$ cat src/rtl/izh_pkg.sv
// Shared fixed-point format, reset constants and scheduler state encoding
// for the time-multiplexed Izhikevich neuron array.
package izh_pkg;

   localparam int DATA_W = 17;
   localparam int FRAC_W = 8;

   localparam logic signed [DATA_W-1:0] V_RESET = -17'sd16640;
   localparam logic signed [DATA_W-1:0] U_RESET = -17'sd3328;

   typedef enum logic [2:0] {
      ST_IDLE,
      ST_READ,
      ST_ISSUE,
      ST_WAIT,
      ST_WRITE,
      ST_DONE
   } sched_state_t;

endpackage

$ cat src/rtl/neuron_scheduler_if.sv
// Request/response link between the neuron scheduler (master) and the
// shared single-neuron Izhikevich update core (slave).
interface neuron_scheduler_if #(
   parameter int DATA_W = 17
);

   logic              core_req;
   logic [DATA_W-1:0] core_v;
   logic [DATA_W-1:0] core_u;
   logic [DATA_W-1:0] core_i;
   logic              core_ack;
   logic [DATA_W-1:0] core_v_res;
   logic [DATA_W-1:0] core_u_res;
   logic              core_fired;

   modport master (
      output core_req, core_v, core_u, core_i,
      input  core_ack, core_v_res, core_u_res, core_fired
   );

   modport slave (
      input  core_req, core_v, core_u, core_i,
      output core_ack, core_v_res, core_u_res, core_fired
   );

endinterface

$ cat src/rtl/neuron_state_mem.sv
// Per-neuron v/u/i register file: one decoded write port (v/u or i lane)
// and a registered read port. All entries return to resting values on reset.
module neuron_state_mem
   import izh_pkg::*;
#(
   parameter int N_NEURONS = 8,
   parameter int ADDR_W    = 3,
   parameter int DATA_W    = izh_pkg::DATA_W
) (
   input  logic              clk,
   input  logic              syn_reset,
   input  logic [ADDR_W-1:0] wr_addr,
   input  logic              wr_vu_en,
   input  logic [DATA_W-1:0] wr_v,
   input  logic [DATA_W-1:0] wr_u,
   input  logic              wr_i_en,
   input  logic [DATA_W-1:0] wr_i,
   input  logic              rd_en,
   input  logic [ADDR_W-1:0] rd_addr,
   output logic [DATA_W-1:0] rd_v,
   output logic [DATA_W-1:0] rd_u,
   output logic [DATA_W-1:0] rd_i
);

   logic [DATA_W-1:0] v_mem [N_NEURONS];
   logic [DATA_W-1:0] u_mem [N_NEURONS];
   logic [DATA_W-1:0] i_mem [N_NEURONS];

   always_ff @(posedge clk) begin
      if (syn_reset) begin
         for (int n = 0; n < N_NEURONS; n++) begin
            v_mem[n] <= DATA_W'(V_RESET);
            u_mem[n] <= DATA_W'(U_RESET);
            i_mem[n] <= '0;
         end
         rd_v <= '0;
         rd_u <= '0;
         rd_i <= '0;
      end else begin
         for (int n = 0; n < N_NEURONS; n++) begin
            if (wr_vu_en && (wr_addr == ADDR_W'(n))) begin
               v_mem[n] <= wr_v;
               u_mem[n] <= wr_u;
            end
            if (wr_i_en && (wr_addr == ADDR_W'(n))) begin
               i_mem[n] <= wr_i;
            end
         end
         if (rd_en) begin
            rd_v <= v_mem[rd_addr];
            rd_u <= u_mem[rd_addr];
            rd_i <= i_mem[rd_addr];
         end
      end
   end

endmodule

$ cat src/rtl/neuron_scheduler.sv
// Sweeps all neurons through one shared update core per timestep, writing
// results back verbatim and reporting spikes.
//
//   state    | meaning
//   ---------+-------------------------------------------------------
//   ST_IDLE  | accept current loads; wait for step_start
//   ST_READ  | registered read of v/u/i at addr
//   ST_ISSUE | one-cycle core_req with operands
//   ST_WAIT  | hold until core_ack, capture results
//   ST_WRITE | write v/u back, report spike, advance or finish
//   ST_DONE  | step_done pulse
module neuron_scheduler
   import izh_pkg::*;
#(
   parameter int N_NEURONS = 8,
   parameter int ADDR_W    = 3,
   parameter int DATA_W    = izh_pkg::DATA_W,
   parameter int FRAC_W    = izh_pkg::FRAC_W
) (
   input  logic                  clk,
   input  logic                  syn_reset,
   input  logic                  step_start,
   input  logic                  i_wr_en,
   input  logic [ADDR_W-1:0]     i_wr_addr,
   input  logic [DATA_W-1:0]     i_wr_data,
   output logic                  i_wr_ready,
   output logic                  busy,
   output logic                  step_done,
   output logic                  spike_valid,
   output logic [ADDR_W-1:0]     spike_addr,
   neuron_scheduler_if.master    core
);

   if (N_NEURONS < 2 || ADDR_W != $clog2(N_NEURONS) || FRAC_W >= DATA_W) begin : g_bad_params
      $error("neuron_scheduler: inconsistent N_NEURONS/ADDR_W/FRAC_W");
   end

   localparam logic [ADDR_W-1:0] LAST_ADDR = ADDR_W'(N_NEURONS - 1);

   sched_state_t      state, state_nxt;
   logic [ADDR_W-1:0] addr;
   logic [DATA_W-1:0] res_v, res_u;
   logic              res_fired;

   logic              rd_en, wr_vu_en, wr_i_en;
   logic [ADDR_W-1:0] mem_wr_addr;
   logic [DATA_W-1:0] rd_v, rd_u, rd_i;

   always_ff @(posedge clk) begin
      if (syn_reset) begin
         state     <= ST_IDLE;
         addr      <= '0;
         res_v     <= '0;
         res_u     <= '0;
         res_fired <= 1'b0;
      end else begin
         state <= state_nxt;
         if (state == ST_WAIT && core.core_ack) begin
            res_v     <= core.core_v_res;
            res_u     <= core.core_u_res;
            res_fired <= core.core_fired;
         end
         if (state == ST_WRITE && addr != LAST_ADDR) begin
            addr <= addr + ADDR_W'(1);
         end else if (state == ST_DONE) begin
            addr <= '0;
         end
      end
   end

   always_comb begin
      state_nxt     = state;
      i_wr_ready    = 1'b0;
      step_done     = 1'b0;
      spike_valid   = 1'b0;
      core.core_req = 1'b0;
      rd_en         = 1'b0;
      wr_vu_en      = 1'b0;
      case (state)
         ST_IDLE: begin
            i_wr_ready = 1'b1;
            if (step_start) state_nxt = ST_READ;
         end
         ST_READ: begin
            rd_en     = 1'b1;
            state_nxt = ST_ISSUE;
         end
         ST_ISSUE: begin
            core.core_req = 1'b1;
            state_nxt     = ST_WAIT;
         end
         ST_WAIT: begin
            if (core.core_ack) state_nxt = ST_WRITE;
         end
         ST_WRITE: begin
            wr_vu_en    = 1'b1;
            spike_valid = res_fired;
            state_nxt   = (addr == LAST_ADDR) ? ST_DONE : ST_READ;
         end
         ST_DONE: begin
            step_done = 1'b1;
            state_nxt = ST_IDLE;
         end
         default: state_nxt = ST_IDLE;
      endcase
   end

   // Host loads and sweep write-backs never overlap, so they share one port.
   assign wr_i_en     = i_wr_en && (state == ST_IDLE);
   assign mem_wr_addr = (state == ST_IDLE) ? i_wr_addr : addr;

   neuron_state_mem #(
      .N_NEURONS (N_NEURONS),
      .ADDR_W    (ADDR_W),
      .DATA_W    (DATA_W)
   ) u_mem (
      .clk       (clk),
      .syn_reset (syn_reset),
      .wr_addr   (mem_wr_addr),
      .wr_vu_en  (wr_vu_en),
      .wr_v      (res_v),
      .wr_u      (res_u),
      .wr_i_en   (wr_i_en),
      .wr_i      (i_wr_data),
      .rd_en     (rd_en),
      .rd_addr   (addr),
      .rd_v      (rd_v),
      .rd_u      (rd_u),
      .rd_i      (rd_i)
   );

   assign core.core_v = rd_v;
   assign core.core_u = rd_u;
   assign core.core_i = rd_i;
   assign busy        = (state != ST_IDLE);
   assign spike_addr  = addr;

endmodule

$ cat src/flat_wrapper.sv
// flat-port wrapper written by rule: the top's interface ports become plain ports
module neuron_scheduler_flat import izh_pkg::*;
#(
   parameter int N_NEURONS = 8,
   parameter int ADDR_W    = 3,
   parameter int DATA_W    = izh_pkg::DATA_W,
   parameter int FRAC_W    = izh_pkg::FRAC_W
)
  (clk, syn_reset, step_start, i_wr_en, i_wr_addr, i_wr_data, i_wr_ready, busy, step_done, spike_valid, spike_addr, core_core_req, core_core_v, core_core_u, core_core_i, core_core_ack, core_core_v_res, core_core_u_res, core_core_fired);
  neuron_scheduler_if #(.DATA_W(DATA_W)) core_i ();
  input  logic clk;
  input  logic syn_reset;
  input  logic step_start;
  input  logic i_wr_en;
  input  logic [ADDR_W-1:0] i_wr_addr;
  input  logic [DATA_W-1:0] i_wr_data;
  output logic i_wr_ready;
  output logic busy;
  output logic step_done;
  output logic spike_valid;
  output logic [ADDR_W-1:0] spike_addr;
  output wire logic [$bits(core_i.core_req)-1:0] core_core_req;
  output wire logic [$bits(core_i.core_v)-1:0] core_core_v;
  output wire logic [$bits(core_i.core_u)-1:0] core_core_u;
  output wire logic [$bits(core_i.core_i)-1:0] core_core_i;
  input wire logic [$bits(core_i.core_ack)-1:0] core_core_ack;
  input wire logic [$bits(core_i.core_v_res)-1:0] core_core_v_res;
  input wire logic [$bits(core_i.core_u_res)-1:0] core_core_u_res;
  input wire logic [$bits(core_i.core_fired)-1:0] core_core_fired;
  assign core_core_req = core_i.core_req;
  assign core_core_v = core_i.core_v;
  assign core_core_u = core_i.core_u;
  assign core_core_i = core_i.core_i;
  assign core_i.core_ack = core_core_ack;
  assign core_i.core_v_res = core_core_v_res;
  assign core_i.core_u_res = core_core_u_res;
  assign core_i.core_fired = core_core_fired;
  neuron_scheduler #(.N_NEURONS(N_NEURONS), .ADDR_W(ADDR_W), .DATA_W(DATA_W), .FRAC_W(FRAC_W)) u_core (.clk(clk), .syn_reset(syn_reset), .step_start(step_start), .i_wr_en(i_wr_en), .i_wr_addr(i_wr_addr), .i_wr_data(i_wr_data), .i_wr_ready(i_wr_ready), .busy(busy), .step_done(step_done), .spike_valid(spike_valid), .spike_addr(spike_addr), .core(core_i));
endmodule
$ cat config.mk
export PLATFORM = sky130hd
export DESIGN_NAME = neuron_scheduler_flat
export DESIGN_NICKNAME = d
export VERILOG_FILES = /design/src/rtl/izh_pkg.sv /design/src/rtl/neuron_scheduler_if.sv /design/src/rtl/neuron_state_mem.sv /design/src/rtl/neuron_scheduler.sv /design/src/flat_wrapper.sv
export SDC_FILE = /design/constraint.sdc
export NUM_CORES = 1
export LEC_CHECK = 0
export ABC_CLOCK_PERIOD_IN_PS = 2930
export BUFFER_PORTS_ARGS = -buffer_cell sky130_fd_sc_hd__clkbuf_2
export CELL_PAD_IN_SITES_DETAIL_PLACEMENT = 1
export CELL_PAD_IN_SITES_GLOBAL_PLACEMENT = 1
export CORE_UTILIZATION = 50
export CTS_CLUSTER_DIAMETER = 30
export CTS_CLUSTER_SIZE = 20
export DETAILED_ROUTE_END_ITERATION = 10
export GPL_ROUTABILITY_DRIVEN = 0
export MAX_ROUTING_LAYER = met4
export PLACE_DENSITY = 0.78
export SYNTH_ARGS = -nofsm -noshare
export SYNTH_HDL_FRONTEND = slang
export SYNTH_SLANG_ARGS = --single-unit
$ cat constraint.sdc
create_clock -name clk -period 2.93 [get_ports clk]
set_input_delay 0.293 -clock clk [delete_from_list [all_inputs] [get_ports clk]]
set_output_delay 0.293 -clock clk [all_outputs]
set_load 0.01 [all_outputs]
=== Word-level counts from Yosys, hierarchy flattened ===
Memories as Yosys holds them, arrays and structs flattened. A register that Yosys moved wholly into a read port is not among the register bits.
Index checks and enable logic that the tools add are counted.

* Memories: 3
* Logic and storage cells: 160
* Register bits after elaboration: 41
* RAM bits: 408

{| class="wikitable"
|+ Memories
! name !! depth !! width !! rd ports !! clocked after Yosys merged registers in !! wr ports !! RTL line !! source
|-
| u_core.u_mem.i_mem || 8 || 17 || 1 || 1 || 8 || neuron_state_mem.sv:27 || <nowiki>logic [DATA_W-1:0] i_mem [N_NEURONS];</nowiki>
|-
| u_core.u_mem.u_mem || 8 || 17 || 1 || 1 || 8 || neuron_state_mem.sv:26 || <nowiki>logic [DATA_W-1:0] u_mem [N_NEURONS];</nowiki>
|-
| u_core.u_mem.v_mem || 8 || 17 || 1 || 1 || 8 || neuron_state_mem.sv:25 || <nowiki>logic [DATA_W-1:0] v_mem [N_NEURONS];</nowiki>
|}

* Muxes and demuxes: 87
* Equal/unequal tests: 16
* Add/sub/neg operators: 1
* Reduce and logical (&&, ||, !) cells: 24
* Bitwise gates (word level): 24

{| class="wikitable"
|+ Operators with widths
! operator !! number
|-
| two-way mux 17 bit || 24
|-
| two-way mux 1 bit || 56
|-
| OR 1 bit || 24
|-
| equality test 3 bit, second input constant || 7
|-
| logical AND 1 bit || 19
|-
| two-way mux 3 bit || 6
|-
| case mux 3 bit (5 select lines) || 1
|-
| equality test 3 x 2 -> 1 bit, second input constant || 4
|-
| equality test 3 x 1 -> 1 bit, second input constant || 2
|-
| zero test 3 bit || 2
|-
| inequality test 2 bit, second input constant || 2
|-
| adder 3 x 1 -> 3 bit, second input constant || 1
|-
| inequality test 3 bit, second input constant || 1
|-
| nonzero test 3 bit || 1
|-
| AND reduction 2 bit || 1
|-
| nonzero test 2 bit || 1
|}

=== Logic depth before layout (Yosys ltp) ===
Gate-level depths: netlist (run 1).

* Word-level depth: 8
* Mapped depth: 7
* Gate-level depth less buffers: 6

=== Hierarchy ===
A second synthesis (run 1) with hierarchy kept.

* Cells, all modules: 1603
* Area total of the unflattened synthesis: 21349.2 um^2

{| class="wikitable"
|+ Modules (own cells, without submodules)
! module !! instances !! sequential area each (um^2) !! cells an instance !! area each (um^2)
|-
| neuron_state_mem || 1 || 13272.7 || 1406 || 19706.4
|-
| neuron_scheduler || 1 || 820.8 || 197 || 1642.8
|}

=== Least setup slack after synthesis (run 1) ===
OpenSTA, ideal clock, no wires.

* Path type: flip-flop to flip-flop
* From: register u_core.state[0]
* To: memory u_core.u_mem.u_mem[1][0], enable pin
* Data arrival time: 2.187 ns
* Period minus slack after synthesis: 2.578 ns
* Required time: 2.538 ns
* Stages on the path, launching flop included: 6
* Setup slack: 0.352 ns
* Cell sequence: dfxtp_1 > nor3_4 > mux2i_1 > buf_6 > nand3_2 > or2b_1

{| class="wikitable"
|+ RTL lines
! element !! RTL line !! source
|-
| from (decl) || neuron_scheduler.sv:40 || <nowiki>sched_state_t state, state_nxt;</nowiki>
|-
| from (signal assigned) || neuron_scheduler.sv:57 || <nowiki>state <= state_nxt;</nowiki>
|-
| to (decl) || neuron_state_mem.sv:26 ||
|}

==> flow_summary.yaml, run 1 <==
setup_path:
  crit_path_max_fanout: 18
  path_class: "reg -> reg"
  cp.arrival_ns: 3.12
  worstSetupStartpointType: "register"
  timing.rr.start: "u_core.state[0]"
  end_kind: "register"
  ff2ff_path_depth: 6
  required_ns: 3.23
  startpoint: "u_core.state[0]"
clock_network:
  cts_root_buf: "clkbuf_16"
  cts_resized: 0
  cts-buffers-inserted: 101
  clock_latency_ns: 0.64
  hold_buffers: 35
  clockBufferDepth: 3
  post-cts-setup-buffers: 0
  clk_pin_slew_ns: 0.05
  cts_max_level: 3
  clock-sinks: 500
  cts_tree: "built"
yosys:
  syn-num-nets: 1738
  synth_xor_area_share_pct: 0
  mappedNetlistArea_um2: 21230
  synth_async_sr_flop_share_pct: 0
  ys_seq_elements: 500
  yosysTopAreaCell: "edfxtp_1"
  syn_area_per_cell_um2: 12.67
  synthMuxAreaShare_pct: 9.854
  yosys.area.top_type_share_pct: 57.71
  netlist_top_cells_area: "edfxtp_1 58%, mux2i_1 9.7%, dfxtp_1 8.7%"
  synth-simple-area-share_pct: 13.31
  synth_adder_area_share_pct: 0.1179
  synth_top_family_by_area: "simple AND/OR/NAND/NOR gates"
  ys_seq_area_share_pct: 66.38
  synth_compound_area_share_pct: 6.094
  ys.flop_type: "edfxtp_1"
  ys_warn_count: 0
  postSynthCellCount: 1676
  ys_types: 41
  synth_edf_count: 408
timing:
  setup_viol: 0
  rsz0062_at_grt: "false"
  min_period_over_period_pct: 96.40
  finalClockSkew_ns: 0.02968
  relSlewSlack_pct: 40.67
  worst_pin_slew_ns: 0.8899
  setup_tns_ns: 0
  max_freq_ghz: 0.3541
  hold_ws_ns: 0.09528
  post-route-min-period_ns: 2.824
  maxSlewViolCount: 0
  hold_viol_final: 0
route:
  routedWlPerCell_um: 26.19
  avgViaCountPerCell: 5.901
  vias: 14800
  dr.pass1.iters: 6
  wl_met3_um: 4009
  wl_met2_um: 33410
  met1_length_um: 25380
  detail-route-antenna-nets: 0
  drtIter0Drc: 1362
  top_layer: "met4"
  route.detailed.drc: 0
  routed_wirelength_um: 65660
global_routing:
  grt-ovfl-total: 0
  grt_use_total_pct: 31.51
  grt_pass1_vias: 16130
  grt_max_degree: 74
  grt_pass1_wl_um: 98460
  antenna_found_initial: 0
min_path:
  min_path_cells: 4
  hold_class: "in -> reg"
  hp-start: "core_core_ack"
pwr:
  p_leak_nw: 9.104
  power-per-cell-area_nw_per_um2: 791.0
  ir_drop_mv: 0.4699
die:
  rows: 75
  core_um2: 41950
  pin_count: 119
  die_y_um: 208.1
  start_util_pct: 50.61
  dieWidth_um: 208.1
  dieArea_um2: 43290
finish:
  syn2layout_area_growth_pct: 24.05
  fill_cells: 3980
  drive_above_1_share_pct: 21.54
  final_area_um2: 26340
  num_antenna_cells: 0
  fin_nets: 1941
  final_core_util_pct: 62.78
run_status:
  status: "complete, no violations"
run:
  maxCapViolations: 0
placed_design:
  place_area_um2: 22510
  hpwl_um: 34360
  portBuffers: 118
stage by stage:
stage	power (mW)	setup slack, ns	std cells
3_3_place_gp	9.109	0.4703	2280
6_report	20.83	0.1056	2507
3_5_place_dp	9.178	0.3500	2280
4_1_cts	20.85	0.1813	2507
5_1_grt	21.27	0.01667	2507
2_1_floorplan	8.749	0.3517	1676
per-layer routing:
| layer | vias to the layer above | track usage (%) |
|---|---|---|
| met5 | - | - |
| met4 | 0 | 15.81 |
| met3 | 177 | 4.981 |
| met2 | 648 | 52.68 |
| met1 | 7542 | 37.06 |
| li1 | 6428 | - |
cells by family after synthesis:
| group | Yosys count |
|---|---|
| AO/OA/AOI/OAI | 202 |
| adder cells (fa/ha/maj) | 2 |
| buffers and inverters | 172 |
| flip-flops | 500 |
| multiplexers | 208 |
| AND/OR/NAND/NOR | 592 |
final timing paths:
check,endpoint,slack (ns)
min,u_core.state[0],0.1
max reg2reg,u_core.u_mem.i_mem[3][12],0.11
max,u_core.u_mem.i_mem[3][12],0.11
min reg2reg,u_core.res_v[5],0.46
power breakdown:
group / switching (mW) / total, mW / leakage, nW / internal [mW]
Combinational: 0.708 / 1.04 / 2.77 / 0.335
Clock: 3.95 / 11.7 / 1.70 / 7.72
Sequential: 0.133 / 8.11 / 4.63 / 7.98
registers in the layout, summed over array words and instances, names as in the netlist:
| register | cells |
|---|---|
| u_core.u_mem.rd_i | 17 |
| u_core.res_fired | 1 |
| u_core.res_u | 17 |
| u_core.u_mem.v_mem | 136 |
| u_core.u_mem.u_mem | 136 |
| u_core.state | 3 |
| u_core.u_mem.i_mem | 136 |
| u_core.u_mem.rd_v | 17 |
| u_core.res_v | 17 |
| u_core.u_mem.rd_u | 17 |
| u_core.spike_addr | 3 |
Yosys cell counts, drive strengths merged (2+ instances only):
cell type	number
edfxtp	408
nor2	287
mux2i	206
nand2	165
a22oi	102
dfxtp	92
a21oi	90
buf	70
nor3	61
inv	54
nand2b	49
clkbuf	48
nand3	13
a31o	4
and3	4
and2	3
nor2b	3
ha	2
mux2	2
nor4b	2
o21ai	2
or3	2
critical path, stage by stage, from the launching register on:
cell and delay [ns]:
dfxtp_1 0.40, nor3_4 0.41, mux2i_1 0.69, buf_4 0.28, nand3_4 0.23, nand2b_1 0.17, buf_4 0.29
cell usage in the layout (no fill, tap or decap), types with 2 or more instances in the layout:
| master | instances |
|---|---|
| inv_1 | 54 |
| a21oi_1 | 90 |
| buf_4 | 53 |
| inv_6 | 3 |
| clkinv_4 | 6 |
| and3_1 | 3 |
| mux2i_1 | 206 |
| clkinv_1 | 4 |
| nand2b_1 | 44 |
| clkinvlp_4 | 6 |
| dfxtp_1 | 91 |
| nor2_4 | 18 |
| nand3_1 | 3 |
| o21ai_0 | 2 |
| dlygate4sd3_1 | 35 |
| clkbuf_8 | 7 |
| nor3_4 | 7 |
| nor3_1 | 54 |
| a31o_2 | 4 |
| ha_1 | 2 |
| a22oi_1 | 102 |
| clkinv_2 | 19 |
| nor2_1 | 244 |
| clkbuf_2 | 117 |
| nand2_1 | 165 |
| nand2b_2 | 5 |
| buf_12 | 13 |
| nor2_2 | 25 |
| mux2_4 | 2 |
| nand3_4 | 2 |
| clkbuf_1 | 25 |
| clkbuf_16 | 112 |
| edfxtp_1 | 408 |
| bufinv_16 | 7 |
| nand3_2 | 8 |
| nor2b_4 | 2 |
final cells by class:
class	instances	area [µm²]	share of cell area [%]
Sequential cell	500	14100	53.53
Multi-Input combinational cell	1004	6287	23.87
Clock buffer	144	2993	11.36
Timing Repair Buffer	218	1594	6.053
Tap cell	539	674.4	2.561
Clock inverter	48	486.7	1.848
Inverter	54	202.7	0.7697
Note: power is estimated with default switching activity, not from simulation.
==> inputs of run 2 (changes only) <==
--- a/config.mk
+++ b/config.mk
@@ -9,13 +9,14 @@
 export BUFFER_PORTS_ARGS = -buffer_cell sky130_fd_sc_hd__clkbuf_2
 export CELL_PAD_IN_SITES_DETAIL_PLACEMENT = 1
 export CELL_PAD_IN_SITES_GLOBAL_PLACEMENT = 1
-export CORE_UTILIZATION = 50
+export CORE_UTILIZATION = 51
 export CTS_CLUSTER_DIAMETER = 30
 export CTS_CLUSTER_SIZE = 20
 export DETAILED_ROUTE_END_ITERATION = 10
 export GPL_ROUTABILITY_DRIVEN = 0
 export MAX_ROUTING_LAYER = met4
-export PLACE_DENSITY = 0.78
+export PLACE_DENSITY = 0.79
 export SYNTH_ARGS = -nofsm -noshare
 export SYNTH_HDL_FRONTEND = slang
+export SYNTH_HIERARCHICAL = 1
 export SYNTH_SLANG_ARGS = --single-unit
==> run 2 against run 1 <==
The flow now finishes with violations (DRC). Worst setup slack worse by 0.062 ns. First-iteration DRC count increased by 0.88%. Non-clock buffer count decreased by 11.
==> flow_summary.yaml, run 2 <==
clock_network:
  clk_pin_slew_ns: 0.06
  clock_latency_ns: 0.64
  clock-sinks: 500
  post-cts-setup-buffers: 0
  clockBufferDepth: 3
  cts_root_buf: "clkbuf_16"
  cts_max_level: 3
  cts_tree: "built"
  cts-buffers-inserted: 106
pwr:
  total_power_mw: 21.32
  combPwrFrac_pct: 5.0
  p_leak_nw: 9.303
  ir_drop_mv: 0.6213
  p_int_mw: 16.49
  p_clk_share_pct: 56.9
  swShare_pct: 22.65
  power-per-cell-area_nw_per_um2: 804.7
  p_seq_share_pct: 38.1
  power_switching_mw: 4.828
global_routing:
  grt_max_degree: 109
  grt-ovfl-total: 0
  grt_pass1_wl_um: 100600
  grt_use_total_pct: 33.35
  antenna_found_initial: 0
  grt_pass1_vias: 16020
timing:
  max_freq_ghz: 0.3464
  min_period_over_period_pct: 98.53
  rsz0062_at_grt: "false"
  setup_viol: 0
  post-route-min-period_ns: 2.887
  finalClockSkew_ns: 0.03395
  worst_pin_slew_ns: 1.008
  hold_ws_ns: 0.04253
  hold_viol_final: 0
  setup_tns_ns: 0
  relSlewSlack_pct: 32.81
  maxSlewViolCount: 0
yosys:
  synth-simple-area-share_pct: 11.89
  syn_area_per_cell_um2: 13.32
  synth_edf_count: 408
  syn-num-nets: 1665
  ys_seq_area_share_pct: 66.01
  ys_warn_count: 6
  postSynthCellCount: 1603
  ys.flop_type: "edfxtp_1"
  mappedNetlistArea_um2: 21350
  synth_xor_area_share_pct: 0
  synth_top_family_by_area: "simple AND/OR/NAND/NOR gates"
  synthMostInstantiatedCell: "edfxtp_1"
  ys_types: 44
  netlist_top_cells_area: "edfxtp_1 57%, dfxtp_1 8.6%, mux2_2 5.5%"
  synthMuxAreaShare_pct: 10.32
  synth_adder_area_share_pct: 0.1172
  yosysTopAreaCell: "edfxtp_1"
  yosys.area.top_type_share_pct: 57.39
  synth_async_sr_flop_share_pct: 0
  yosys-top-cells-count: "408 x edfxtp_1, 272 x nor2_1, 105 x mux2_2"
  synth_compound_area_share_pct: 7.783
  ys_seq_elements: 500
die:
  core_um2: 41020
  dieWidth_um: 206.6
  dieArea_um2: 42680
  rows: 74
  die_y_um: 206.6
  pin_count: 119
  start_util_pct: 52.05
placed_design:
  placedCellCount: 2195
  portBuffers: 118
  hpwl_um: 34170
finish:
  multiInputGateArea_um2: 6480
  drive_above_1_share_pct: 28.84
  top_regs: "u_core/u_mem/i_mem: 136 flops, u_core/u_mem/u_mem: 136 flops, u_core/u_mem/v_mem: 136 flops"
  finalNonFillerCells: 2433
  layout_common_cells: "408 x edfxtp_1, 271 x nor2_1, 117 x clkbuf_2, 109 x clkbuf_16, 105 x mux2_2"
  fill_cells: 3836
  regArea_um2: 14100
  layout_commonest_cell: "edfxtp_1"
  syn2layout_area_growth_pct: 24.08
  fin_nets: 1868
setup_path:
  crit_path_max_fanout: 15
  required_ns: 3.31
  startpoint: "u_core/state[2]"
  endpoint: "u_core/u_mem/v_mem[0][13]"
  timing.rr.start: "u_core/state[2]"
  ff2ff_path_depth: 5
  path_class: "reg -> reg"
  worstSetupStartpointType: "register"
  reg2reg_to: "u_core/u_mem/v_mem[0][13]"
  r2r_slack_ns: 0.04
  cp.arrival_ns: 3.27
  end_kind: "register"
route:
  route.detailed.drc: 10
  drtIter0Drc: 1374
  routedWlPerCell_um: 28.00
  detail-route-antenna-nets: 0
  avgViaCountPerCell: 6.062
  dr.pass1.iters: 8
  vias: 14750
  routed_wirelength_um: 68130
min_path:
  hold_class: "in -> reg"
  min_path_cells: 3
run_status:
  violations: "DRC"
  status: "finished, violations left"
run:
  maxCapViolations: 0
[run 2: cell types whose count changed in the layout (fill, tap and decap cells not counted), moves of 27 or more]
| cell | previous run | this run |
|---|---|---|
| or2_2 | 0 | 45 |
| a21oi_1 | 90 | 40 |
| a211oi_2 | 0 | 38 |
| o22ai_1 | 0 | 38 |
| nor2_1 | 244 | 271 |
| or2_1 | 0 | 30 |
| a22oi_1 | 102 | 13 |
| nor3_1 | 54 | 1 |
| nand2_1 | 165 | 81 |
| mux2_2 | 0 | 105 |
| a221o_1 | 0 | 38 |
| mux2i_1 | 206 | 102 |
[run 2: power groups by stage]
| stage | registers [mW] | clock network [mW] | logic (mW) |
|---|---|---|---|
| after global routing | 8.14 | 12.6 | 1.12 |
| after CTS | 8.12 | 12.2 | 1.06 |
| final | 8.12 | 12.1 | 1.07 |
| after detailed placement | 8.23 | 0 | 0.976 |
| after global placement | 8.20 | 0 | 0.931 |
| after floorplan | 8.22 | 0 | 0.565 |
[run 2: final cells by class]
| class | count | area share, % |
|---|---|---|
| Antenna cell | 1 | 0.009446 |
| Clock buffer | 140 | 11.00 |
| Clock inverter | 62 | 2.669 |
| Inverter | 39 | 0.5526 |
| Multi-Input combinational cell | 952 | 24.46 |
| Sequential cell | 500 | 53.22 |
| Tap cell | 532 | 2.513 |
| Timing Repair Buffer | 207 | 5.578 |
[run 2: layer usage]
metal  share of wire (%)  wire, µm  GRT usage, %  vias up
met3                 7.3      4966         6.217      167
met4                 3.5      2368         14.68        0
met5                   0         0             -        -
li1                    -         -             -     6274
met1                  39     26260         39.70     7568
met2                  51     34540         55.32      741
[run 2: repair_timing]
item / in CTS / in global routing
resized for setup: 0 / 1
endpoints found under the setup margin: 0 / 10
endpoints found under the hold margin: 35 / 0
hold buffers: 35 / 0
[run 2: per-stage QoR]
stage | cell area (µm²) | setup slack, ns | utilization [%]
final | 26490 | 0.04319 | 64.58
after global routing | 26490 | 0.001825 | 64.58
after CTS | 26480 | 0.07610 | 64.57
after detailed placement | 22510 | 0.1844 | 54.88
after global placement | 22510 | 0.2495 | 54.88
after floorplan | 21350 | 0.1165 | -
[run 2: logic make-up (layout without fill, tap and decap cells)]
group | Yosys count | count (layout)
buffers and inverters | 151 | 448
adders and majority gates | 2 | 2
DFF | 500 | 500
and+or+nand+nor | 542 | 542
muxes | 207 | 207
other | 0 | 1
AOI/OAI and AO/OA | 201 | 201
[run 2: worst max-delay path, stage by stage (launching register included)]
cell and delay, ns:
dfxtp_1 0.32, nor3_4 0.39, mux2_2 0.50, nand2b_1 0.23
or4_1 0.76, or2_2 0.44
[run 2: worst min-delay path by stage]
stage	to	slack, ns	startpoint
2_1_floorplan	u_core/state[0]	0.38	syn_reset
3_3_place_gp	u_core/res_u[3]	0.45	u_core/res_u[3]
3_5_place_dp	u_core/res_v[14]	0.45	u_core/res_v[14]
4_1_cts	u_core/state[0]	0.01	step_start
5_1_grt	u_core/state[0]	0.03	step_start
6_report	u_core/state[0]	0.04	step_start
